==> src/rtl/uart_cmd_parser.sv <==
// uart_cmd_parser: assembles 0x55/CMD/ADDR/DATA[/SUM] byte frames from the UART receiver into held read/write requests.
// Define UART_CMD_CHECKSUM_EN to enable the trailing XOR checksum byte (5-byte frames).
module uart_cmd_parser #(
    parameter int unsigned CLK_FREQ   = 24000000,
    parameter int unsigned TIMEOUT_MS = 10
) (
    input  logic       clk,
    input  logic       rst_n,
    input  logic       rx_valid,
    input  logic [7:0] rx_byte,
    output logic       cmd_valid,
    input  logic       cmd_ready,
    output logic       cmd_wr,
    output logic [7:0] cmd_addr,
    output logic [7:0] cmd_wdata,
    output logic       frame_err,
    output logic [1:0] err_code
);
    localparam int unsigned TIMEOUT_CYC = CLK_FREQ / 1000 * TIMEOUT_MS;
    localparam int unsigned CNT_W       = 24;
    localparam logic [CNT_W-1:0] CNT_LAST = CNT_W'(TIMEOUT_CYC - 1);

    localparam logic [7:0] HDR_BYTE = 8'h55;
    localparam logic [7:0] CMD_WR   = 8'h01;
    localparam logic [7:0] CMD_RD   = 8'h02;

    localparam logic [1:0] ERR_OVERRUN = 2'd0;
    localparam logic [1:0] ERR_BAD_CMD = 2'd1;
`ifdef UART_CMD_CHECKSUM_EN
    localparam logic [1:0] ERR_CHKSUM  = 2'd2;
`endif
    localparam logic [1:0] ERR_TIMEOUT = 2'd3;

    typedef enum logic [2:0] {
        IDLE,
        GET_CMD,
        GET_ADDR,
        GET_DATA,
`ifdef UART_CMD_CHECKSUM_EN
        GET_SUM,
`endif
        HOLD
    } state_t;

    state_t           state, state_nxt;
    logic [CNT_W-1:0] cnt, cnt_nxt;
    logic             wr_q, wr_nxt;
    logic [7:0]       addr_q, addr_nxt;
`ifdef UART_CMD_CHECKSUM_EN
    logic [7:0]       data_q, data_nxt;
    logic [7:0]       sum_exp;
`endif
    logic             valid_nxt;
    logic             out_wr_nxt;
    logic [7:0]       out_addr_nxt;
    logic [7:0]       out_wdata_nxt;
    logic             err_nxt;
    logic [1:0]       code_nxt;
    logic             in_frame;

    // Frame sequencing, timeout and output/next-register selection
    always_comb begin
        state_nxt     = state;
        cnt_nxt       = '0;
        wr_nxt        = wr_q;
        addr_nxt      = addr_q;
`ifdef UART_CMD_CHECKSUM_EN
        data_nxt      = data_q;
        sum_exp       = (wr_q ? CMD_WR : CMD_RD) ^ addr_q ^ data_q;
`endif
        valid_nxt     = 1'b0;
        out_wr_nxt    = cmd_wr;
        out_addr_nxt  = cmd_addr;
        out_wdata_nxt = cmd_wdata;
        err_nxt       = 1'b0;
        code_nxt      = ERR_OVERRUN;
        in_frame      = (state != IDLE) && (state != HOLD);

        case (state)
            IDLE: begin
                if (rx_valid && rx_byte == HDR_BYTE) state_nxt = GET_CMD;
            end
            GET_CMD: begin
                if (rx_valid) begin
                    if (rx_byte == CMD_WR || rx_byte == CMD_RD) begin
                        wr_nxt    = (rx_byte == CMD_WR);
                        state_nxt = GET_ADDR;
                    end else begin
                        state_nxt = IDLE;
                        err_nxt   = 1'b1;
                        code_nxt  = ERR_BAD_CMD;
                    end
                end
            end
            GET_ADDR: begin
                if (rx_valid) begin
                    addr_nxt  = rx_byte;
                    state_nxt = GET_DATA;
                end
            end
            GET_DATA: begin
                if (rx_valid) begin
`ifdef UART_CMD_CHECKSUM_EN
                    data_nxt      = rx_byte;
                    state_nxt     = GET_SUM;
`else
                    out_wr_nxt    = wr_q;
                    out_addr_nxt  = addr_q;
                    out_wdata_nxt = rx_byte;
                    state_nxt     = HOLD;
`endif
                end
            end
`ifdef UART_CMD_CHECKSUM_EN
            GET_SUM: begin
                if (rx_valid) begin
                    if (rx_byte == sum_exp) begin
                        out_wr_nxt    = wr_q;
                        out_addr_nxt  = addr_q;
                        out_wdata_nxt = data_q;
                        state_nxt     = HOLD;
                    end else begin
                        state_nxt = IDLE;
                        err_nxt   = 1'b1;
                        code_nxt  = ERR_CHKSUM;
                    end
                end
            end
`endif
            HOLD: begin
                // A byte coinciding with the handshake is treated as the first IDLE byte
                if (cmd_valid && cmd_ready) begin
                    state_nxt = (rx_valid && rx_byte == HDR_BYTE) ? GET_CMD : IDLE;
                end else if (rx_valid) begin
                    err_nxt  = 1'b1;
                    code_nxt = ERR_OVERRUN;
                end
            end
            default: state_nxt = IDLE;
        endcase

        // Inter-byte gap watchdog; an arriving byte always beats the timeout
        if (in_frame && !rx_valid) begin
            if (cnt == CNT_LAST) begin
                state_nxt = IDLE;
                err_nxt   = 1'b1;
                code_nxt  = ERR_TIMEOUT;
            end else begin
                cnt_nxt = cnt + CNT_W'(1);
            end
        end

        valid_nxt = (state_nxt == HOLD);
    end

    always_ff @(posedge clk or negedge rst_n) begin
        if (!rst_n) begin
            state     <= IDLE;
            cnt       <= '0;
            wr_q      <= 1'b0;
            addr_q    <= 8'h00;
`ifdef UART_CMD_CHECKSUM_EN
            data_q    <= 8'h00;
`endif
            cmd_valid <= 1'b0;
            cmd_wr    <= 1'b0;
            cmd_addr  <= 8'h00;
            cmd_wdata <= 8'h00;
            frame_err <= 1'b0;
            err_code  <= 2'd0;
        end else begin
            state     <= state_nxt;
            cnt       <= cnt_nxt;
            wr_q      <= wr_nxt;
            addr_q    <= addr_nxt;
`ifdef UART_CMD_CHECKSUM_EN
            data_q    <= data_nxt;
`endif
            cmd_valid <= valid_nxt;
            cmd_wr    <= out_wr_nxt;
            cmd_addr  <= out_addr_nxt;
            cmd_wdata <= out_wdata_nxt;
            frame_err <= err_nxt;
            err_code  <= code_nxt;
        end
    end
endmodule

==> config.mk <==
export PLATFORM = sky130hd
export DESIGN_NAME = uart_cmd_parser
export DESIGN_NICKNAME = d
export VERILOG_FILES = /design/src/rtl/uart_cmd_parser.sv
export SDC_FILE = /design/constraint.sdc
export NUM_CORES = 1
export LEC_CHECK = 0
export ABC_CLOCK_PERIOD_IN_PS = 2500
export CORE_MARGIN = 10
export CORE_UTILIZATION = 30
export DETAILED_ROUTE_END_ITERATION = 8
export PLACE_DENSITY = 0.51
export SETUP_SLACK_MARGIN = 0.2
export SLEW_MARGIN = 10
export SYNTH_ARGS = -nofsm -noshare
export SYNTH_HDL_FRONTEND = slang
export SYNTH_SLANG_ARGS = --single-unit
==> constraint.sdc <==
create_clock -name clk -period 2.5 [get_ports clk]
set_input_delay 0.5 -clock clk [delete_from_list [all_inputs] [get_ports clk]]
set_output_delay 0.5 -clock clk [all_outputs]
set_load 0.02 [all_outputs]
==> Word-level counts from Yosys, hierarchy flattened <==
Index checks and enable logic that the tools add are counted.
{ "classes": {"n_eq_ne": 10, "n_mux": 24, "n_reduce_logical": 11, "add_sub_neg": 1} }
{ "ops": {"columns": ["cell", "n"], "rows": [
  ["$mux 24", 2],
  ["$add 24x1->24 const B", 1],
  ["$eq 24x18->1 const B", 1],
  ["$mux 3", 7],
  ["$pmux 3 s5", 1],
  ["$mux 1", 10],
  ["$eq 8x1->1 const B", 1],
  ["$eq 8x2->1 const B", 1],
  ["$eq 8x7->1 const B", 1],
  ["$eq 3x2->1 const B", 2],
  ["$eq 3x3->1 const B", 2],
  ["$mux 2", 3],
  ["$logic_and 1x1->1", 4],
  ["$reduce_and 2->1", 2],
  ["$eq 3x1->1 const B", 1],
  ["$logic_not 3->1", 1],
  ["$ne 3x3->1 const B", 1],
  ["$reduce_and 3->1", 1],
  ["$reduce_bool 3->1", 1],
  ["$pmux 1 s2", 1],
  ["$logic_not 1->1", 1],
  ["$logic_or 1x1->1", 1]
]} }
{ "totals": {"output_inout_bits": 21, "word_cells": 56, "register_bits": 57, "in_bits": 12} }

==> Logic depth before layout (Yosys ltp) <==
{ "logic_depth": {"word_depth": 8, "depth_mapped": 7, "ltp_nobuf": 4} }

==> Least setup slack after synthesis <==
Ideal clock, no wire load.
{ "synth_path": {"path_kind": "reg2reg", "startpoint": "reg cnt[12]", "endpoint": "reg cnt[10]", "path_buffers": 1, "setup_slack_ps": 740, "required_time_ps": 2379, "setup_ps": 121, "arrival_time_ps": 1638, "stages_incl_launch_ff": 6, "period_less_slack_ps": 1760, "cell_sequence": "dfrtp_1 nand4bb_1 or4_4 o31ai_4 buf_2 nor2_1"} }
{ "synth_between": {"elab_chain_cells": 3} }
{ "synth_rtl": {"columns": ["item", "line_no", "rtl"], "rows": [
  ["start: declaration", "46", "logic [CNT_W-1:0] cnt, cnt_nxt;"],
  ["start signal: assignment", "173", "cnt <= cnt_nxt;"],
  ["$eq 24x18->1", "144", "if (cnt == CNT_LAST) begin"],
  ["$mux 24", "144", null],
  ["$mux 24", "143", "if (in_frame && !rx_valid) begin"],
  ["net cnt_nxt[10]", "46", null]
]} }
The timed path passes the listed nets, and every way through them passes these cells.
A chain may end at the register's enable or synchronous reset.

==> Worst setup path after layout <==
{ "layout_path": {"startpoint": "reg cnt[12]", "endpoint": "reg cnt[3]"} }
The elaborated chain is that of the path after synthesis.

==> qor.csv <==
metric,value,unit
status,finished clean,
timing.rr.end,cnt[3],
finalWeightedCongestion,0.789,
timing.fmax,519,MHz
rows,34,
post_cts_resized,0,
design_area,3280,sq um
ios,33,
rsz0062_at_grt,false,
final.period_utilization,77.0,%
ys_types,37,
antenna_found_initial,0,
syn_area,2650,sq um
finalPower,2.42,mW
start_util,30.6,%
cts_root_buffer,clkbuf_8,
syn_avg_cell_area,11.4,sq um
ys_seq_area_share,53.8,%
endpoint_kind,register,
ant_nets,0,
tritoncts,done,
fillers,875,
critPathBufInv,1,
setup_tns,0,ps
ctsHoldBuffers,0,
setup_viol,0,
diodes,0,
grt.overflow.total,0,
clock_skew,14.8,ps
drtIter0Drc,71,
grt_max_degree,26,
crit_type,register to register,
vias_per_cell,4.98,
r2r_start,cnt[12],
detail_route.wl_per_cell,14.8,um
vias,1907,
syn_nets,245,
placed_area,3090,sq um
critPathLaunch,cnt[12],
port_buffers,32,
slowest_stage,or4_4,
grt_pass1_wl,9720,um
max_stage_delay,540,ps
final_cell_mix,"dfrtp_1, clkdlybuf4s50_1, mux2_2",
max-clock-path-buffers,2,
routed_wl,5650,um
tightest_slew,536,ps
worst_ep_arrival_time,2130,ps
grt_usage,9.19,%
grt_pass1_vias,1946,
chipWidth,114,um
worstSetupEndpoint,cnt[3],
nets,283,
synthToLayoutAreaGrowth,23.6,%
synth-seq-cells,57,
ff2ff_path_depth,5,
fin_hold_ws,140,ps
cp-start-kind,register,
vdd_drop_max,0.304,mV
insertion_delay,330,ps
worst_ep_required_time,2700,ps
core_area,8680,sq um
cpLargestDelayFamily,simple AND/OR/NAND/NOR gates,
power.density,738,nW/um^2
final_common_cell,dfrtp_1,
min_path_type,primary input to asynchronous set/reset pin,
drc_errors,0,
setup_ws,574,ps
ys_warn_count,0,
post-route-util,37.8,%
worstPathMaxFanout,22,
r2r_slack,570,ps
layoutNonFillerInstCount,383,
cts_made_buffers,9,
post_cts_buffers,0,
drv_cap,0,
maxSlewViolCount,0,
die_area,13000,sq um
hold_violations,0,
critical_path.cell_chain,nand4bb_1 > or4_4 > o31ai_4 > buf_4 > nor2_1,
place_inst,367,
synthCells,232,
period_needed,1930,ps
dp_hpwl,4060,um
h-tree-depth,3,
cts.sinks,57,
pre_cts_ws,306,ps
crit_cells,5,
dieHeight,114,um
firstDrtPassIters,4,
p_leak,1.35,nW
relSlewSlack,64.3,%
drive_above_1_share,19.6,%
cts.clk_slew.worst_paths,70,ps
[cells in the mapped netlist]
cell	n	area, sq um
a21oi_1	8	40.0
a21oi_2	2	17.5
and2_1	1	6.26
and3_1	5	31.3
and4_1	2	17.5
buf_2	1	5.00
buf_4	2	15.0
buf_6	2	22.5
clkbuf_1	4	15.0
clkbuf_2	1	5.00
dfrtp_1	57	1430
ha_1	1	12.5
inv_1	5	18.8
mux2_2	25	282
nand2_1	11	41.3
nand2b_1	1	6.26
nand3_1	9	45.0
nand4_1	10	62.6
nand4_4	1	21.3
nand4bb_1	2	22.5
nor2_1	23	86.3
nor3_1	5	25.0
nor4_1	5	31.3
nor4_2	1	12.5
nor4b_1	1	8.76
o2111ai_1	1	8.76
o21ai_0	6	30.0
o21bai_1	1	7.51
o31ai_1	7	52.6
o31ai_4	1	21.3
o41ai_1	3	26.3
or2_2	2	12.5
or3_1	6	37.5
or4_1	4	30.0
or4_4	3	33.8
xnor2_1	8	70.1
xor2_1	5	43.8
[worst min path at each step]
stage / start / endpoint / cells past startpoint
detailed placement: cmd_addr[7] / cmd_addr[7] / 1
global placement: addr_q[6] / addr_q[6] / 1
CTS: rst_n / cnt[15] / 1
global route: rst_n / cnt[8] / 1
floorplan: rst_n / addr_q[0] / 0
finish: rst_n / cnt[8] / 1
[flip-flops by register name, indices dropped and copies added, names as in the netlist]
signal	cells
cmd_wdata	8
state	3
frame_err	1
cmd_addr	8
cnt	24
cmd_wr	1
wr_q	1
cmd_valid	1
addr_q	8
err_code	2
[report_power, final]
| part | switching, mW | internal [mW] | total (mW) | leakage (nW) |
|---|---|---|---|---|
| sequential | 0.0731 | 1.05 | 1.13 | 0.773 |
| combinational | 0.218 | 0.237 | 0.455 | 0.482 |
| clock | 0.350 | 0.485 | 0.835 | 0.0974 |
| total | 0.641 | 1.78 | 2.42 | 1.35 |
[routing by layer]
| metal | vias to the layer above | part of all wire (%) | global-route usage, % |
|---|---|---|---|
| li1 | 930 | - | - |
| met1 | 943 | 48 | 11.6 |
| met2 | 26 | 47 | 13.9 |
| met3 | 8 | 3.8 | 3.31 |
| met4 | 0 | 1.3 | 3.59 |
| met5 | - | 0 | 0 |
[kinds of logic (layout without fill, tap and decap cells)]
logic type,Yosys count,count (layout),synth area share (%)
flops,57,57,53.8
simple gates,92,92,20.1
fa+ha+maj,1,1,0.472
mux,25,25,10.6
buf+inv,15,58,3.07
xor+xnor,13,13,4.29
compound gates,29,29,7.69
[worst register-to-register path, stage by stage (launching register included)]
cell	delay [ps]
dfrtp_1	410
nand4bb_1	200
or4_4	540
o31ai_4	240
buf_4	290
nor2_1	100
[final cells by class]
type / instances / area [sq um] / area share, %
clock buffer: 13 / 149 / 4.54
clock inverter: 3 / 40.0 / 1.22
timing repair buffer: 37 / 365 / 11.1
sequential: 57 / 1430 / 43.5
inverter: 5 / 18.8 / 0.573
tap: 108 / 135 / 4.12
multi-input combinational: 160 / 1140 / 34.9
(Power assumes the default switching activity.)
